$ cat config.mk
export PLATFORM = sky130hd
export DESIGN_NAME = gf16_mul_sched
export DESIGN_NICKNAME = d
export VERILOG_FILES = /design/src/rtl/gf16_mul_sched.sv
export SDC_FILE = /design/constraint.sdc
export NUM_CORES = 1
export LEC_CHECK = 0
export ABC_AREA = 1
export BUFFER_PORTS_ARGS = -buffer_cell sky130_fd_sc_hd__buf_2
export CORE_UTILIZATION = 50
export DETAILED_ROUTE_END_ITERATION = 10
export GPL_ROUTABILITY_DRIVEN = 0
export GPL_TIMING_DRIVEN = 0
export PLACE_DENSITY = 0.85
export SLEW_MARGIN = 40
export SYNTH_ARGS = -nofsm -noshare
export SYNTH_HDL_FRONTEND = slang
export SYNTH_SLANG_ARGS = --single-unit
export TNS_END_PERCENT = 100
$ cat constraint.sdc
create_clock -name sys_clk -period 2.5 [get_ports sys_clk]
set_input_delay 0.25 -clock sys_clk [delete_from_list [all_inputs] [get_ports sys_clk]]
set_output_delay 0.25 -clock sys_clk [all_outputs]
set_load 0.02 [all_outputs]
$ cat src/rtl/gf16_mul_sched.sv
// Shared bit-serial GF(2^4) multiplier with a two-requester round-robin front end.
// Products are formed MSB-first by Horner iteration around a single xtime stage.
module gf16_mul_sched #(
   parameter logic [3:0] POLY = 4'b0011
) (
   input  logic       sys_clk,
   input  logic       sys_rst_n,
   input  logic       req0_valid,
   output logic       req0_ready,
   input  logic [3:0] req0_a,
   input  logic [3:0] req0_b,
   input  logic       req1_valid,
   output logic       req1_ready,
   input  logic [3:0] req1_a,
   input  logic [3:0] req1_b,
   output logic       res_valid,
   input  logic       res_ready,
   output logic [3:0] res_data,
   output logic       res_id
);

   // state | meaning
   // IDLE  | arbitrating; the granted requester sees ready and is latched
   // CALC  | four Horner steps, consuming b_q from bit 3 down to bit 0
   // DONE  | result presented on res_* until the consumer takes it
   typedef enum logic [1:0] {
      IDLE = 2'd0,
      CALC = 2'd1,
      DONE = 2'd2
   } state_t;

   state_t     state_q, state_d;
   logic [3:0] acc_q, acc_d;
   logic [3:0] a_q, a_d;
   logic [3:0] b_q, b_d;
   logic [1:0] cnt_q, cnt_d;
   logic       id_q, id_d;
   logic       last_grant_q, last_grant_d;
   logic       res_valid_q, res_valid_d;
   logic [3:0] res_data_q, res_data_d;
   logic       res_id_q, res_id_d;

   logic       grant_vld;
   logic       grant_id;
   logic       hs;

   function automatic logic [3:0] xtime(input logic [3:0] v);
      return {v[2:0], 1'b0} ^ (v[3] ? POLY : 4'b0000);
   endfunction

   // On a tie the requester that did not win last time is granted.
   always_comb begin
      grant_vld = req0_valid | req1_valid;
      if (req0_valid && req1_valid) begin
         grant_id = ~last_grant_q;
      end else begin
         grant_id = req1_valid;
      end
   end

   assign req0_ready = (state_q == IDLE) & grant_vld & ~grant_id;
   assign req1_ready = (state_q == IDLE) & grant_vld &  grant_id;
   assign hs         = (state_q == IDLE) & grant_vld;

   always_comb begin
      state_d      = state_q;
      acc_d        = acc_q;
      a_d          = a_q;
      b_d          = b_q;
      cnt_d        = cnt_q;
      id_d         = id_q;
      last_grant_d = last_grant_q;
      res_valid_d  = res_valid_q;
      res_data_d   = res_data_q;
      res_id_d     = res_id_q;
      case (state_q)
         IDLE: begin
            if (hs) begin
               a_d          = grant_id ? req1_a : req0_a;
               b_d          = grant_id ? req1_b : req0_b;
               id_d         = grant_id;
               last_grant_d = grant_id;
               acc_d        = 4'd0;
               cnt_d        = 2'd3;
               state_d      = CALC;
            end
         end
         CALC: begin
            acc_d = xtime(acc_q) ^ (b_q[cnt_q] ? a_q : 4'd0);
            cnt_d = cnt_q - 2'd1;
            if (cnt_q == 2'd0) begin
               state_d = DONE;
            end
         end
         DONE: begin
            // First DONE cycle loads the result registers; release waits on res_ready.
            if (!res_valid_q) begin
               res_valid_d = 1'b1;
               res_data_d  = acc_q;
               res_id_d    = id_q;
            end else if (res_ready) begin
               res_valid_d = 1'b0;
               res_data_d  = 4'd0;
               state_d     = IDLE;
            end
         end
         default: begin
            state_d     = IDLE;
            res_valid_d = 1'b0;
            res_data_d  = 4'd0;
         end
      endcase
   end

   always_ff @(posedge sys_clk or negedge sys_rst_n) begin
      if (!sys_rst_n) begin
         state_q      <= IDLE;
         acc_q        <= 4'd0;
         a_q          <= 4'd0;
         b_q          <= 4'd0;
         cnt_q        <= 2'd0;
         id_q         <= 1'b0;
         last_grant_q <= 1'b1;
         res_valid_q  <= 1'b0;
         res_data_q   <= 4'd0;
         res_id_q     <= 1'b0;
      end else begin
         state_q      <= state_d;
         acc_q        <= acc_d;
         a_q          <= a_d;
         b_q          <= b_d;
         cnt_q        <= cnt_d;
         id_q         <= id_d;
         last_grant_q <= last_grant_d;
         res_valid_q  <= res_valid_d;
         res_data_q   <= res_data_d;
         res_id_q     <= res_id_d;
      end
   end

   assign res_valid = res_valid_q;
   assign res_data  = res_data_q;
   assign res_id    = res_id_q;

endmodule
==> results.json <==
{
  "pwr-share-seq_pct": 40.2,
  "via_per_inst": 5.05,
  "synthArstFlopShare_pct": 100,
  "ys_types": 22,
  "num_rows": 17,
  "grt.busiest_layer": "met2",
  "grt_antenna_before_repair": 0,
  "synth_flop_cell": "dfrtp_1",
  "worstHoldStart": "req0_a[3]",
  "dp_slack_ps": 1150,
  "yosysWarnings": 0,
  "ir_drop_uv": 652,
  "dieArea_um2": 2520,
  "htree_levels": 1,
  "cts_hold_buf": 1,
  "grt_pass1_wl_mm": 3.85,
  "met3_usage_pct": 2.73,
  "ys_top_cells_by_area": "dfrtp_1, nand2_1, nand3_1, inv_1, dfstp_2",
  "hpwlAfterDp_mm": 1.66,
  "overflow": 0,
  "ys_seq_area_share_pct": 51.8,
  "period_share_pct": 68.8,
  "fill_cells": 200,
  "cts_setup_buffers": 0,
  "start_kind": "register",
  "cts.sinks": 24,
  "syn_area_um2": 1160,
  "synth_edf_count": 0,
  "synth_nets": 161,
  "finalClockSkew_ps": 7.48,
  "critPathBufInv": 2,
  "clockBufferDepth": 2,
  "arrival_ps": 1470,
  "crit_slowest_cell": "dfrtp_1",
  "power.leakage_nw": 0.753,
  "drc": 0,
  "crit_type": "reg -> out",
  "io_pins": 29,
  "vias": 1010,
  "switching_share_pct": 42.2,
  "layout.nets": 195,
  "syn_inst": 139,
  "rrSetupSlack_ps": 1290,
  "cts_tree": "built",
  "r2r-start": "state_q[0]$_DFFE_PN0P_",
  "cpLargestDelayFamily": "flip-flops",
  "timing.rr.end": "b_q[1]$_DFFE_PN0P_",
  "fmax_ghz": 0.581,
  "drt-total-wl_mm": 2.25,
  "diodes": 0,
  "grt_pass1_vias": 931,
  "avgSynthCellArea_um2": 8.35,
  "die_y_um": 50.2,
  "fin_setup_tns_ps": 0,
  "slew_viol_final": 0,
  "setup.worst_path.end_class": "output port",
  "drt_pass1_iterations": 4,
  "path_cells": "nor3_4, inv_2, nor2_8, buf_2",
  "ant_nets": 0,
  "ctsResizeCount": 0,
  "port_buffers": 28,
  "numCtsBuffers": 3,
  "setup_viol": 0,
  "hold_viol_final": 0,
  "power.switching_mw": 0.729,
  "synth_top_area_share_pct": 49.6,
  "ff2ff_path_depth": 5,
  "cp_data_required_time_ps": 2250,
  "worst_pin_slew_ps": 531,
  "use_met2_pct": 34.2,
  "grt_max_degree": 25,
  "hold_depth": 3,
  "power.internal_mw": 0.998,
  "first_iter_violations": 18,
  "start_util_pct": 53.0,
  "grt_use_total_pct": 20.6,
  "slowest_delay_ps": 480,
  "coreArea_um2": 2190,
  "cap_violations": 0,
  "hold_class": "in -> reg",
  "wl_per_cell_um": 11.2,
  "combinationalPowerShare_pct": 43.4,
  "die_x_um": 50.2,
  "fin_ws_ps": 779,
  "met1_usage_pct": 25.7,
  "hold_ws_ps": 118,
  "synth_seq_cells": 24,
  "clk_latency_ps": 320,
  "clkPwrFrac_pct": 16.4,
  "max-slew-margin-rel_pct": 64.6,
  "clk_pin_slew_ps": 140,
  "root_buffer": "clkbuf_4",
  "drive_above_1_share_pct": 25.0,
  "synth_top_area_cell": "dfrtp_1",
  "period_needed_ps": 1720,
  "power_density_nw_per_um2": 1240,
  "path_max_fanout": 9,
  "synthToLayoutAreaGrowth_pct": 20.5,
  "status": "complete, no violations",
  "hold_end": "a_q[3]$_DFFE_PN0P_",
  "rsz0062_at_grt": "false"
}
## per-stage QoR
stage               instance area, um2  util (%)  instances  power (mW)
floorplan                         1160         -        139        1.25
global placement                  1340      61.0        195        1.40
detailed placement                1340      61.0        195        1.45
CTS                               1400      63.8        200        1.74
global route                      1400      63.8        200        1.88
finish                            1400      63.8        200        1.73
## routing by layer
layer | vias up | wire (um)
li1 | 519 | -
met1 | 446 | 1040
met2 | 41 | 1050
met3 | 4 | 116
met4 | 0 | 42
met5 | - | 0
## worst max path at each step
stage                          to                     start  cells past startpoint  slack [ps]
2_1_floorplan  a_q[2]$_DFFE_PN0P_  last_grant_q$_DFFE_PN1P_                      5        1360
3_3_place_gp           req0_ready    state_q[0]$_DFFE_PN0P_                      4        1160
3_5_place_dp           req0_ready    state_q[0]$_DFFE_PN0P_                      4        1150
4_1_cts                req0_ready    state_q[0]$_DFFE_PN0P_                      4         760
5_1_grt                req0_ready    state_q[0]$_DFFE_PN0P_                      4         670
6_report               req0_ready    state_q[0]$_DFFE_PN0P_                      4         780
## synthesized netlist by cell type (2+ instances only)
| cell | instances |
|---|---|
| nand2_1 | 52 |
| dfrtp_1 | 23 |
| nand3_1 | 18 |
| inv_1 | 16 |
| o21ai_0 | 5 |
| nand4_1 | 4 |
| o22ai_1 | 4 |
| inv_2 | 2 |
| nor2_2 | 2 |
## power by group through the flow
stage          Combinational [mW]  Clock, mW  Sequential (mW)
3_3_place_gp                0.709          0            0.689
5_1_grt                     0.855      0.304            0.717
2_1_floorplan               0.534          0            0.712
6_report                    0.750      0.283            0.695
3_5_place_dp                0.745          0            0.705
4_1_cts                     0.753      0.290            0.696
## cell usage in the layout (no fill, tap or decap), types with 2 or more instances in the layout
cell type,count
dfrtp_1,23
nand2_1,52
o22ai_1,4
nand4_1,4
nand3_1,18
buf_2,28
clkbuf_4,3
inv_1,16
nor2_2,2
o21ai_0,5
inv_2,2
## flip-flops by register name (all words and copies together) (netlist names)
register / count
acc_q: 4
id_q: 1
res_valid: 1
res_id: 1
res_data: 4
a_q: 4
cnt_q: 2
b_q: 4
state_q: 2
last_grant_q: 1
## cell type report
| cell class | count | area (um2) | area share [%] |
|---|---|---|---|
| inverter | 19 | 72.6 | 5.19 |
| buffer | 1 | 11.3 | 0.805 |
| clock buffer | 3 | 22.5 | 1.61 |
| clock inverter | 1 | 30.0 | 2.15 |
| sequential | 24 | 602 | 43.0 |
| tap | 28 | 35.0 | 2.50 |
| timing repair buffer | 29 | 150 | 10.7 |
| multi-input combinational | 95 | 475 | 34.0 |
## worst register-to-register path, delay by kind of cell, from the launching register on
family	cells	cell delay (ps)
AND/OR/NAND/NOR	3	380
buffers and inverters	2	250
flip-flops	1	480
## logic make-up after synthesis
kind of cell / share of synthesized area (%)
adder cells (fa/ha/maj): 1.08
AO/OA/AOI/OAI: 7.76
flip-flops: 51.8
AND/OR/NAND/NOR: 32.1
buffers and inverters: 7.22
No activity file was read; power rests on OpenSTA's default activity.
